`src/rtl/eda_pkg.sv`:
```
// Shared types and helpers for the regional-max image scan sequencer.
package eda_pkg;

    typedef enum logic [1:0] {IDLE, LOAD, SCAN, DONE} eda_scan_state_e;

    // Neighbour-valid bit positions in the 3x3 window
    localparam int unsigned NB_UL = 7;
    localparam int unsigned NB_U  = 6;
    localparam int unsigned NB_UR = 5;
    localparam int unsigned NB_L  = 4;
    localparam int unsigned NB_R  = 3;
    localparam int unsigned NB_DL = 2;
    localparam int unsigned NB_D  = 1;
    localparam int unsigned NB_DR = 0;

    // Window lane holding neighbour bit nb_bit; the centre lane sits between l and r
    function automatic int unsigned win_lane(input int unsigned nb_bit, input int unsigned center_lane);
        return (nb_bit >= center_lane) ? nb_bit + 1 : nb_bit;
    endfunction

    // LSB position of a lane inside the packed window vector
    function automatic int unsigned lane_lsb(input int unsigned lane, input int unsigned width);
        return lane * width;
    endfunction

endpackage

```
`src/rtl/eda_window_cmp.sv`:
```
// Combinational regional-max test: centre >= every valid neighbour (unsigned, ties pass).
module eda_window_cmp
    import eda_pkg::*;
#(
    parameter int unsigned PIXEL_WIDTH  = 8,
    parameter int unsigned WINDOW_WIDTH = 9
) (
    input  logic [PIXEL_WIDTH*WINDOW_WIDTH-1:0] window_values,
    input  logic [WINDOW_WIDTH-2:0]             neigh_addr_valid,
    output logic                                is_max_c
);

    localparam int unsigned NB_CNT      = WINDOW_WIDTH - 1;
    localparam int unsigned CENTER_LANE = NB_CNT / 2;

    logic [PIXEL_WIDTH-1:0] center_pix;

    always_comb begin
        center_pix = window_values[lane_lsb(CENTER_LANE, PIXEL_WIDTH) +: PIXEL_WIDTH];
        is_max_c   = 1'b1;
        for (int unsigned k = 0; k < NB_CNT; k++) begin
            if (neigh_addr_valid[k] &&
                (window_values[lane_lsb(win_lane(k, CENTER_LANE), PIXEL_WIDTH) +: PIXEL_WIDTH] > center_pix)) begin
                is_max_c = 1'b0;
            end
        end
    end

endmodule

```
`src/rtl/eda_img_scan_ctrl.sv`:
```
// Image RAM sequencer: raster LOAD, then SCAN of every pixel emitting {addr, is_max} results.
// Optional macro EDA_SCAN_STALL_CNT_EN adds the stall_cnt output (result backpressure cycles).
module eda_img_scan_ctrl
    import eda_pkg::*;
#(
    parameter int unsigned M            = 16,
    parameter int unsigned N            = 16,
    parameter int unsigned PIXEL_WIDTH  = 8,
    parameter int unsigned WINDOW_WIDTH = 9,
    parameter int unsigned ADDR_WIDTH   = $clog2(M*N)
) (
    input  logic                                clk,
    input  logic                                reset_n,
    input  logic                                start,
    input  logic                                pix_valid,
    output logic                                pix_ready,
    input  logic [PIXEL_WIDTH-1:0]              pix_data,
    output logic                                write_en,
    output logic [ADDR_WIDTH-1:0]               wr_addr,
    output logic [PIXEL_WIDTH-1:0]              pixel_in,
    output logic [ADDR_WIDTH-1:0]               center_addr,
    input  logic [PIXEL_WIDTH*WINDOW_WIDTH-1:0] window_values,
    input  logic [WINDOW_WIDTH-2:0]             neigh_addr_valid,
    output logic                                res_valid,
    input  logic                                res_ready,
    output logic [ADDR_WIDTH-1:0]               res_addr,
    output logic                                res_is_max,
    output logic                                busy,
`ifdef EDA_SCAN_STALL_CNT_EN
    output logic [31:0]                         stall_cnt,
`endif
    output logic                                done
);

    localparam int unsigned PIX_TOTAL = M * N;
    localparam logic [ADDR_WIDTH-1:0] LAST_ADDR = ADDR_WIDTH'(PIX_TOTAL - 1);

    eda_scan_state_e state, state_nxt;

    logic [ADDR_WIDTH-1:0] load_cnt;
    logic [ADDR_WIDTH-1:0] scan_cnt;
    logic                  scan_last;
    logic                  is_max_c;
    logic                  res_load_c;
    logic                  res_last_fire_c;

    eda_window_cmp #(
        .PIXEL_WIDTH (PIXEL_WIDTH),
        .WINDOW_WIDTH(WINDOW_WIDTH)
    ) u_window_cmp (
        .window_values   (window_values),
        .neigh_addr_valid(neigh_addr_valid),
        .is_max_c        (is_max_c)
    );

    // Result slot refills when empty or draining; scan_last stops new centres after the final pixel
    assign res_load_c      = (state == SCAN) && !scan_last && (!res_valid || res_ready);
    assign res_last_fire_c = (state == SCAN) && scan_last && res_valid && res_ready;
    assign center_addr     = scan_cnt;

    always_ff @(posedge clk) begin
        if (!reset_n) begin
            state <= IDLE;
        end else begin
            state <= state_nxt;
        end
    end

    always_comb begin
        state_nxt = state;
        pix_ready = 1'b0;
        busy      = 1'b0;
        done      = 1'b0;
        write_en  = 1'b0;
        wr_addr   = '0;
        pixel_in  = '0;
        case (state)
            IDLE: begin
                if (start) state_nxt = LOAD;
            end
            LOAD: begin
                pix_ready = 1'b1;
                busy      = 1'b1;
                if (pix_valid) begin
                    write_en = 1'b1;
                    wr_addr  = load_cnt;
                    pixel_in = pix_data;
                    if (load_cnt == LAST_ADDR) state_nxt = SCAN;
                end
            end
            SCAN: begin
                busy = 1'b1;
                if (res_last_fire_c) state_nxt = DONE;
            end
            DONE: begin
                done      = 1'b1;
                state_nxt = IDLE;
            end
            default: state_nxt = IDLE;
        endcase
    end

    // Raster write address
    always_ff @(posedge clk) begin
        if (!reset_n) begin
            load_cnt <= '0;
        end else if ((state == LOAD) && pix_valid) begin
            load_cnt <= (load_cnt == LAST_ADDR) ? '0 : load_cnt + ADDR_WIDTH'(1);
        end
    end

    // Window centre; holds at the last pixel rather than wrapping
    always_ff @(posedge clk) begin
        if (!reset_n) begin
            scan_cnt  <= '0;
            scan_last <= 1'b0;
        end else if (res_last_fire_c) begin
            scan_cnt  <= '0;
            scan_last <= 1'b0;
        end else if (res_load_c) begin
            if (scan_cnt == LAST_ADDR) begin
                scan_last <= 1'b1;
            end else begin
                scan_cnt <= scan_cnt + ADDR_WIDTH'(1);
            end
        end
    end

    // Single-entry result register on the valid/ready output stream
    always_ff @(posedge clk) begin
        if (!reset_n) begin
            res_valid  <= 1'b0;
            res_addr   <= '0;
            res_is_max <= 1'b0;
        end else if (res_load_c) begin
            res_valid  <= 1'b1;
            res_addr   <= scan_cnt;
            res_is_max <= is_max_c;
        end else if (res_ready) begin
            res_valid  <= 1'b0;
        end
    end

`ifdef EDA_SCAN_STALL_CNT_EN
    // Backpressure cycles during SCAN, per frame, saturating
    always_ff @(posedge clk) begin
        if (!reset_n) begin
            stall_cnt <= '0;
        end else if ((state == IDLE) && start) begin
            stall_cnt <= '0;
        end else if ((state == SCAN) && res_valid && !res_ready && (stall_cnt != 32'hFFFF_FFFF)) begin
            stall_cnt <= stall_cnt + 32'd1;
        end
    end
`endif

endmodule

```
`config.mk`:
```
export PLATFORM = sky130hd
export DESIGN_NAME = eda_img_scan_ctrl
export DESIGN_NICKNAME = d
export VERILOG_FILES = /design/src/rtl/eda_pkg.sv /design/src/rtl/eda_window_cmp.sv /design/src/rtl/eda_img_scan_ctrl.sv
export SDC_FILE = /design/constraint.sdc
export NUM_CORES = 1
export LEC_CHECK = 0
export ABC_AREA = 0
export CORE_MARGIN = 1
export CORE_UTILIZATION = 40
export CTS_BUF_LIST = sky130_fd_sc_hd__clkbuf_8
export DETAILED_ROUTE_END_ITERATION = 8
export PLACE_DENSITY = 0.78
export SYNTH_ARGS = -nofsm -noshare
export SYNTH_HDL_FRONTEND = slang
export SYNTH_SLANG_ARGS = --single-unit
```
`constraint.sdc`:
```
create_clock -name clk -period 2.7 [get_ports clk]
set_input_delay 0.54 -clock clk [delete_from_list [all_inputs] [get_ports clk]]
set_output_delay 0.54 -clock clk [all_outputs]
set_load 0.02 [all_outputs]
```
# Word level (Yosys, flattened, before mapping)
# Cells that the tools add are included.
[word_totals]
romBits = 0
mem_bits_rw = 0
out_inout_bits = 38
regBits = 29
elab_cells = 77
latchBits = 0
memories = 0
[op_classes]
shift = 0
eq_ne = 9
bitwise_logic = 2
order_cmp = 8
n_div = 0
addsub = 2
n_mux = 25
n_mul = 0
reduce_logical = 24
[op_table]
columns = ["operator", "n"]
rows = [
  ["$gt A8 B8 Y1", 8],
  ["$mux W8", 5],
  ["$add A8 B1 Y8 const B", 2],
  ["$eq A8 B8 Y1 const B", 2],
  ["$mux W1", 15],
  ["$logic_and A1 B1 Y1", 14],
  ["$mux W2", 4],
  ["$ne A2 B2 Y1 const B", 4],
  ["$pmux W2 S4", 1],
  ["$eq A2 B2 Y1 const B", 2],
  ["$reduce_and A2 Y1", 2],
  ["$reduce_and A4 Y1", 1],
  ["$reduce_or A2 Y1", 2],
  ["$eq A2 B1 Y1 const B", 1],
  ["$logic_not A1 Y1", 2],
  ["$logic_not A2 Y1", 1],
  ["$not A1 Y1", 2],
  ["$reduce_bool A2 Y1", 1],
  ["$logic_or A1 B1 Y1", 1],
]

# Longest topological paths before layout
# Gate-level depths: netlist (run 1).
[logic_depth]
ltp_word = 10
depth_mapped = 9
ltp_nobuf = 8

# Hierarchy
# Synthesis (run 1) repeated with hierarchy kept, for this count alone.
[hier_totals]
cells_unflattened = 354
hier_area_um2 = 2981.6
[by_module_without_submodules]
columns = ["mod", "instances", "area_each_um2", "cells_per_inst"]
rows = [
  ["eda_img_scan_ctrl", 1, 1505.2, 175],
  ["eda_window_cmp", 1, 1476.4, 179],
]

# Least setup slack after synthesis (run 1)
# Ideal clock, no wire load.
[synth_path]
kind = "in2reg"
startpoint = "in window_values[33]"
endpoint = "reg res_is_max"
stages = 8
n_path_buf = 0
arrival_ns = 1.911
slack_ns = 0.702
path_cell_list = "inv_1 > ha_1 > nor2b_1 > o211ai_1 > a211oi_1 > nor4_1 > o2111ai_1 > o31ai_1"
[synth_between]
elab_chain_len = 10
[synth_lines]
columns = ["item", "line", "rtl"]
rows = [
  ["from (decl)", "eda_img_scan_ctrl.sv:22", "input logic [PIXEL_WIDTH*WINDOW_WIDTH-1:0] window_values,"],
  ["$gt A8 B8 Y1", "eda_window_cmp.sv:23", "(window_values[lane_lsb(win_lane(k, CENTER_LANE), PIXEL_WIDTH) +: PIXEL_WIDTH] > center_pix)) begin"],
  ["$logic_and A1 B1 Y1", "eda_window_cmp.sv:22", "if (neigh_addr_valid[k] &&"],
  ["$mux W1 (7 in series)", "eda_window_cmp.sv:22", ""],
  ["$mux W1 *", "eda_window_cmp.sv:22", ""],
  ["to (signal assigned)", "eda_img_scan_ctrl.sv:138", "res_is_max <= is_max_c;"],
  ["to (decl)", "eda_img_scan_ctrl.sv:27", "output logic res_is_max,"],
]
# Mark *: on every way between the ends. The rest lies on a longest branch, timed or not.
# A chain may end at the register's enable or synchronous reset.

# Worst setup path in the final report (run 1)
[layout_path]
startpoint = "in pix_valid"
endpoint = "out wr_addr[0]"
[layout_between]
elab_chain_len = 2
[layout_lines]
columns = ["item", "line", "rtl"]
rows = [
  ["from (decl)", "eda_img_scan_ctrl.sv:15", "input logic pix_valid,"],
  ["$mux W8", "eda_img_scan_ctrl.sv:84", "if (pix_valid) begin"],
  ["$mux W8", "eda_img_scan_ctrl.sv:77", "case (state)"],
  ["to (decl)", "eda_img_scan_ctrl.sv:19", "output logic [ADDR_WIDTH-1:0] wr_addr,"],
]
# No other way between the ends.

==> results of run 1 <==
[power breakdown]
group | switching [mW] | leakage (nW) | total [mW] | internal [mW]
Sequential | 0.0338 | 0.234 | 0.491 | 0.458
Combinational | 0.399 | 1.62 | 0.810 | 0.411
Clock | 0.172 | 0.0574 | 0.471 | 0.300
Total | 0.605 | 1.91 | 1.77 | 1.17
[synth_stat cells (all sizes together) (2+ instances only)]
| cell type | instances | area share (%) |
|---|---|---|
| o211ai | 10 | 2.6 |
| or3 | 2 | 0.44 |
| inv | 23 | 3.0 |
| a211oi | 6 | 1.6 |
| a21o | 5 | 1.3 |
| o31ai | 3 | 0.79 |
| a21boi | 11 | 2.9 |
| o21ai | 10 | 1.7 |
| nand2 | 36 | 4.7 |
| clkbuf | 5 | 0.66 |
| nor2b | 13 | 2.8 |
| nor2 | 14 | 1.8 |
| nand4 | 16 | 4.0 |
| o2111ai | 2 | 0.61 |
| nand3 | 12 | 2.1 |
| and2 | 2 | 0.48 |
| mux2i | 2 | 0.70 |
| xor2 | 6 | 1.8 |
| and3 | 19 | 4.3 |
| xnor2 | 4 | 1.2 |
| dfxtp | 29 | 20 |
| a21oi | 29 | 5.5 |
| ha | 70 | 31 |
| nor3 | 3 | 0.52 |
| nand2b | 3 | 0.92 |
[through the flow]
| step | worst slack, ns | cells | instance area [µm²] | hold slack, ns |
|---|---|---|---|---|
| after floorplan | 0.702 | 344 | 2870 | 0.451 |
| after global placement | 0.0968 | 571 | 4310 | 0.452 |
| after detailed placement | 0.0144 | 571 | 4310 | 0.457 |
| after CTS | 0.0370 | 579 | 4430 | 0.466 |
| after global routing | 0.00625 | 579 | 4430 | 0.495 |
| final | 0.0803 | 579 | 4430 | 0.462 |
[kinds of logic after synthesis]
family	count (synthesis)
buffers and inverters	29
and+or+nand+nor	122
muxes	2
xor gates and xnor gates	10
DFF	29
adders and majority gates	70
AOI/OAI and AO/OA	82
[flip-flops by register name, summed over array words and instances (netlist names)]
signal and cells:
res_is_max 1, state 2, res_addr 8, center_addr 8
res_valid 1, load_cnt 8, scan_last 1
[layout make-up]
class | instances | area (µm²)
fillers | 592 | 2440
multi-input cells | 286 | 2170
repair buffers | 137 | 1350
flip-flops and latches | 29 | 581
well taps | 96 | 120
inverters | 23 | 86.3
clock buffers | 6 | 82.6
clock inverters | 2 | 37.5
[worst min-delay path, stage by stage, from the launching register on]
cell	delay, ns
dfxtp_1	0.31
nand2_1	0.04
a21boi_0	0.06
[per-layer routing]
metal | share of wire [%] | track usage [%] | vias up
met3 | 7.6 | 5.33 | 22
met2 | 50 | 42.0 | 135
li1 | - | - | 1542
met4 | 2.5 | 9.09 | 0
met5 | 0 | 0 | -
met1 | 40 | 25.8 | 1418
[how the worst max path moves through the flow]
stage / slack, ns / end
floorplan: 0.70 / res_is_max$_SDFFE_PN0P_
global placement: 0.1 / res_is_max$_SDFFE_PN0P_
detailed placement: 0.01 / res_is_max$_SDFFE_PN0P_
CTS: 0.04 / write_en
global route: 0.006 / wr_addr[0]
finish: 0.08 / wr_addr[0]
[cells in the final DEF, fill, tap and decap left out, types with 13 or more instances in the layout]
cell             synthesis  layout
nand2_1                 36      36
and3_1                  18      18
inv_1                   23      23
dfxtp_1                 29      29
nor2b_1                 13      13
clkdlybuf4s50_1          0     130
nand4_1                 15      15
ha_1                    70      69
nor2_1                  14      14
a21oi_1                 28      28
[repair_timing]
action                                  CTS  global route
hold buffers                              0             0
gates resized for setup                   0             1
setup buffers                             0             0
endpoints found under the setup margin    0             2
==> flow_summary_export.csv, run 1 <==
group,metric,value,unit
outcome,status,"complete, no violations",
yosys,synth-seq-cells,29,
yosys,synth.avg_cell_area,8.33,µm²
die,core.rowCount,30,
yosys,synthXorXnorAreaFrac,3.06,%
cts,cts_sinks,29,
yosys,synth-seq-area-share,20.3,%
worst_setup_path,critPathMaxStageDelay,0.60,ns
die,core_area,6870,µm²
die,ioPinCount,131,
routing,antenna_left,0,
sta,period_needed,2.62,ns
final_layout,area_growth,54.7,%
yosys,synth-compound-area-share,18.7,%
yosys,synth_edf_count,0,
cts,numCtsBuffers,5,
grt,grt-ovfl-total,0,
sta,worst_slew_margin_rel,59.2,%
sta,hold_viol,0,
final_layout,n_antenna_cell,0,
routing,drt-vias-per-instance,5.38,
sta,skew,0.00526,ns
worst_setup_path,cp-startpoint,"pix_valid",
sta,period_share,97.0,%
grt,grt_pass1_wl,13700,µm
grt,grt_start_max_net_pins,20,
cts,clock_tree.root_cell,"clkbuf_8",
power_and_ir_drop,total_power,1.77,mW
yosys,syn_nets,507,
yosys,synthSimpleGateAreaFrac,22.7,%
hold_path,holdPathStages,2,
yosys,async_flop_share,0,%
grt,grt_util_all_layers,23.0,%
yosys,synthMuxAreaShare,0.699,%
worst_setup_path,path_depth,4,
routing,wl_per_cell,14.1,µm
cts,clkSlewWorstSetupHoldPaths,0.07,ns
cts,clock_path_buffers,2,
place,numPortBuffers,130,
yosys,synth_top_flop_cell,"dfxtp_1",
die,die_area,7510,µm²
yosys,synth_top_family_by_area,"adder cells",
sta,setup_viol,0,
hold_path,hp-class,"reg2reg",
grt,antenna_found_initial,0,
worst_setup_path,startpoint_type,"input pin",
cts,htree_levels,2,
worst_setup_path,path_class,"in2out",
place,routabilityCongestion,0.894,
worst_setup_path,crit_path_end_kind,"output port",
worst_setup_path,timing.rr.start,"state[0]$_SDFFE_PN0P_",
worst_setup_path,regToRegEndpoint,"center_addr[5]$_SDFFE_PP0P_",
worst_setup_path,crit_buf_inv,3,
yosys,ys_types,41,
routing,drc,0,
sta,slew_viol_final,0,
worst_setup_path,worstPathMaxFanout,14,
die,dieHeight,86.6,µm
run,maxCapViolCount,0,
final_layout,fin_util,64.5,%
place,hpwl,6920,µm
sta,worstMarginPinSlew,0.608,ns
power_and_ir_drop,power_leakage,1.91,nW
grt,grt_pass1_vias,3138,
yosys,yosysWarnings,0,
sta,fmax,382,MHz
routing,firstDrtPassIters,4,
yosys,synth_cells,344,
sta,rsz0062_at_grt,"false",
routing,drtIter0Drc,73,
final_layout,nets,645,
cts,cts_tree,"done",
routing,num_vias,3117,
routing,drt-total-wl,8180,µm
power_and_ir_drop,irDropWorstVdd,0.194,mV
worst_setup_path,cp_top_family,"buffers and inverters",
worst_setup_path,cp_common_cell,"clkdlybuf4s50_1",
worst_setup_path,crit_path_cell_trace,"clkdlybuf4s50_1 -> buf_4 -> and3_1 -> clkdlybuf4s50_1",
hold_path,hold_path_end,"res_addr[0]$_SDFFE_PN0P_",
die,initial_core_util,41.7,%
worst_setup_path,rrSetupSlack,0.81,ns
sta,final.setup.tns,0,ns
worst_setup_path,ff2ff_path_depth,8,
yosys,synthAdderAreaFrac,30.6,%
worst_setup_path,cp_data_arrival_time,2.08,ns
final_layout,layout-drive-gt1-share,4.35,%
worst_setup_path,cp_slowest_cell,"clkdlybuf4s50_1",
power_and_ir_drop,power_density,400,nW/µm²
yosys,syn_area,2870,µm²
hold_path,hold_start,"res_addr[0]$_SDFFE_PN0P_",
worst_setup_path,required,2.16,ns
cts,clock_latency,0.28,ns
die,dieWidth,86.6,µm
(Power assumes the default switching activity.)
==> run 2, diff against run 1 <==
--- a/config.mk
+++ b/config.mk
@@ -9,7 +9,9 @@
 export CORE_MARGIN = 1
 export CORE_UTILIZATION = 40
 export CTS_BUF_LIST = sky130_fd_sc_hd__clkbuf_8
+export CTS_CLUSTER_SIZE = 20
 export DETAILED_ROUTE_END_ITERATION = 8
+export GPL_TIMING_DRIVEN = 0
 export PLACE_DENSITY = 0.78
 export SYNTH_ARGS = -nofsm -noshare
 export SYNTH_HDL_FRONTEND = slang
==> constraint.sdc (replaced) <==
create_clock -name clk -period 2.7 [get_ports clk]
set_input_delay 0.405 -clock clk [delete_from_list [all_inputs] [get_ports clk]]
set_output_delay 0.405 -clock clk [all_outputs]
set_load 0.02 [all_outputs]
==> run 2 against run 1 <==
  * Core utilization down 0.29 points
  * Final cell count down 0.35%
  * Worst hold slack better by 0.0022 ns
  * Sequential power about the same
  * Clock skew about the same
  * Maximum frequency up 1.5%
  * Design area down 0.45%
  * Sequential share of layout area up 0.059 points
  * Critical path type unchanged
  * Critical endpoint is now pixel_in[1]
  * Largest power group unchanged
==> flow_summary_export.csv, run 2 (synthesis results as in run 1) <==
group,metric,value,unit
outcome,status,"complete, no violations",
die,initial_core_util,41.7,%
sta,skew,0.00565,ns
final_layout,fillers,588,
worst_setup_path,startpoint_type,"input pin",
die,die_area,7510,µm²
worst_setup_path,path_class,"in2out",
cts,ctsResizeCount,0,
power_and_ir_drop,combinationalPowerShare,43.8,%
cts,clock_tree.root_cell,"clkbuf_8",
cts,cts_sinks,29,
final_layout,n_antenna_cell,0,
die,dieWidth,86.6,µm
grt,grt-ovfl-total,0,
power_and_ir_drop,intPower,1.23,mW
routing,firstDrtPassIters,4,
grt,grt_util_all_layers,21.2,%
routing,drt-vias-per-instance,5.27,
die,core.rowCount,30,
final_layout,layout_common_cells,"clkdlybuf4s50_1 (129), ha_1 (70), nand2_1 (36)",
routing,antenna_left,0,
worst_setup_path,crit_path_end_kind,"output port",
power_and_ir_drop,pwr-share-clk,29.3,%
final_layout,seqCellArea,581,µm²
worst_setup_path,required,2.30,ns
final_layout,final_common_cell,"clkdlybuf4s50_1",
grt,grt_pass1_wl,12500,µm
cts,clock_latency,0.28,ns
sta,rsz0062_at_grt,"false",
final_layout,layout-drive-gt1-share,3.12,%
worst_setup_path,cp_data_arrival_time,2.18,ns
routing,drc,0,
routing,num_vias,3041,
place,numPortBuffers,129,
final_layout,final_area,4410,µm²
sta,period_share,95.6,%
sta,worstMarginPinSlew,0.635,ns
sta,period_needed,2.58,ns
worst_setup_path,cp-startpoint,"pix_valid",
sta,setup_ws,0.119,ns
sta,holdWs,0.464,ns
cts,clock_path_buffers,2,
die,core_area,6870,µm²
power_and_ir_drop,irDropWorstVdd,0.177,mV
hold_path,hp-class,"reg2reg",
sta,hold_viol,0,
cts,numCtsBuffers,5,
place,placed_cell_area,4280,µm²
sta,worst_slew_margin_rel,57.4,%
grt,grt_pass1_vias,2836,
final_layout,area_growth,54.0,%
place,pre_cts_slack,-0.121,ns
power_and_ir_drop,power_density,415,nW/µm²
worst_setup_path,timing.rr.start,"state[0]$_SDFFE_PN0P_",
cts,htree_levels,2,
power_and_ir_drop,swShare,32.6,%
routing,wl_per_cell,13.6,µm
power_and_ir_drop,power.switching,0.596,mW
power_and_ir_drop,power_leakage,1.90,nW
cts,clkSlewWorstSetupHoldPaths,0.06,ns
final_layout,nets,643,
routing,drtIter0Drc,50,
routing,drt-total-wl,7830,µm
grt,antenna_found_initial,0,
die,dieHeight,86.6,µm
cts,hold_buffers,0,
cts,cts_tree,"done",
power_and_ir_drop,p_seq_share,26.9,%
grt,grt_start_max_net_pins,11,
run,maxCapViolCount,0,
place,hpwl,6590,µm
sta,setup_viol,0,
hold_path,hold_start,"res_addr[0]$_SDFFE_PN0P_",
final_layout,multiInputGateArea,2170,µm²
sta,fmax,388,MHz
die,ioPinCount,131,
place,routabilityCongestion,0.847,
cts,post-cts-setup-buffers,0,
worst_setup_path,worstPathMaxFanout,10,
sta,slew_viol_final,0,
-- run 2: cell count changes in the layout (fill, tap and decap cells not counted) --
cell,change
clkinv_2,+1
bufinv_16,+1
clkinvlp_4,-1
buf_6,+1
clkbuf_8,-1
clkbuf_1,+4
ha_1,+1
clkbuf_2,+1
ha_2,-1
buf_4,-7
clkdlybuf4s50_1,-1
-- run 2: layout make-up --
| cell class | count | area share [%] |
|---|---|---|
| flip-flops and latches | 29 | 13.2 |
| plain buffers | 6 | 0.709 |
| clock buffers | 5 | 1.56 |
| clock inverters | 3 | 1.47 |
| repair buffers | 129 | 29.3 |
| inverters | 23 | 1.96 |
| well taps | 96 | 2.72 |
| multi-input cells | 286 | 49.1 |
-- run 2: worst max-delay path, stage by stage --
cell and delay [ns]:
clkdlybuf4s50_1 0.62, clkbuf_1 0.31, and3_1 0.22, clkdlybuf4s50_1 0.62
-- run 2: final timing paths --
check | slack, ns | end | cells past startpoint
worst max-delay path | 0.12 | pixel_in[1] | 4
worst min-delay path | 0.46 | res_addr[0]$_SDFFE_PN0P_ | 2
worst max register to register | 0.70 | res_is_max$_SDFFE_PN0P_ | 8
worst min register to register | 0.46 | res_addr[0]$_SDFFE_PN0P_ | 2
-- run 2: power groups by stage --
stage	Clock, mW	Sequential, mW	Combinational, mW
finish	0.536	0.492	0.802
floorplan	0	0.509	0.457
detailed placement	0	0.502	0.803
CTS	0.543	0.492	0.805
global route	0.562	0.497	0.892
global placement	0	0.501	0.784
-- run 2: stage by stage --
stage,setup TNS (ns),total power [mW],util [%],cells
3_3_place_gp,-0.0251,1.28,62.3,569
2_1_floorplan,0,0.966,-,344
6_report,0,1.83,64.2,577
4_1_cts,0,1.84,64.2,577
3_5_place_dp,-0.121,1.30,62.3,569
5_1_grt,0,1.95,64.2,577
-- run 2: routing by layer --
metal  GRT usage [%]  vias to the layer above  part of all wire, %
met4            5.76                        0                  1.5
met3            6.67                       13                  7.9
met5               0                        -                    0
li1                -                     1540                    -
met2            39.3                      111                   49
met1            23.1                     1377                   41
==> run 3, diff against run 2 <==
--- a/config.mk
+++ b/config.mk
@@ -6,11 +6,13 @@
 export NUM_CORES = 1
 export LEC_CHECK = 0
 export ABC_AREA = 0
+export CAP_MARGIN = 10
 export CORE_MARGIN = 1
 export CORE_UTILIZATION = 40
 export CTS_BUF_LIST = sky130_fd_sc_hd__clkbuf_8
 export CTS_CLUSTER_SIZE = 20
 export DETAILED_ROUTE_END_ITERATION = 8
+export GPL_ROUTABILITY_DRIVEN = 0
 export GPL_TIMING_DRIVEN = 0
 export PLACE_DENSITY = 0.78
 export SYNTH_ARGS = -nofsm -noshare
==> results of run 3 <==
No change in the layout: final DEF, timing and power equal those of run 2.
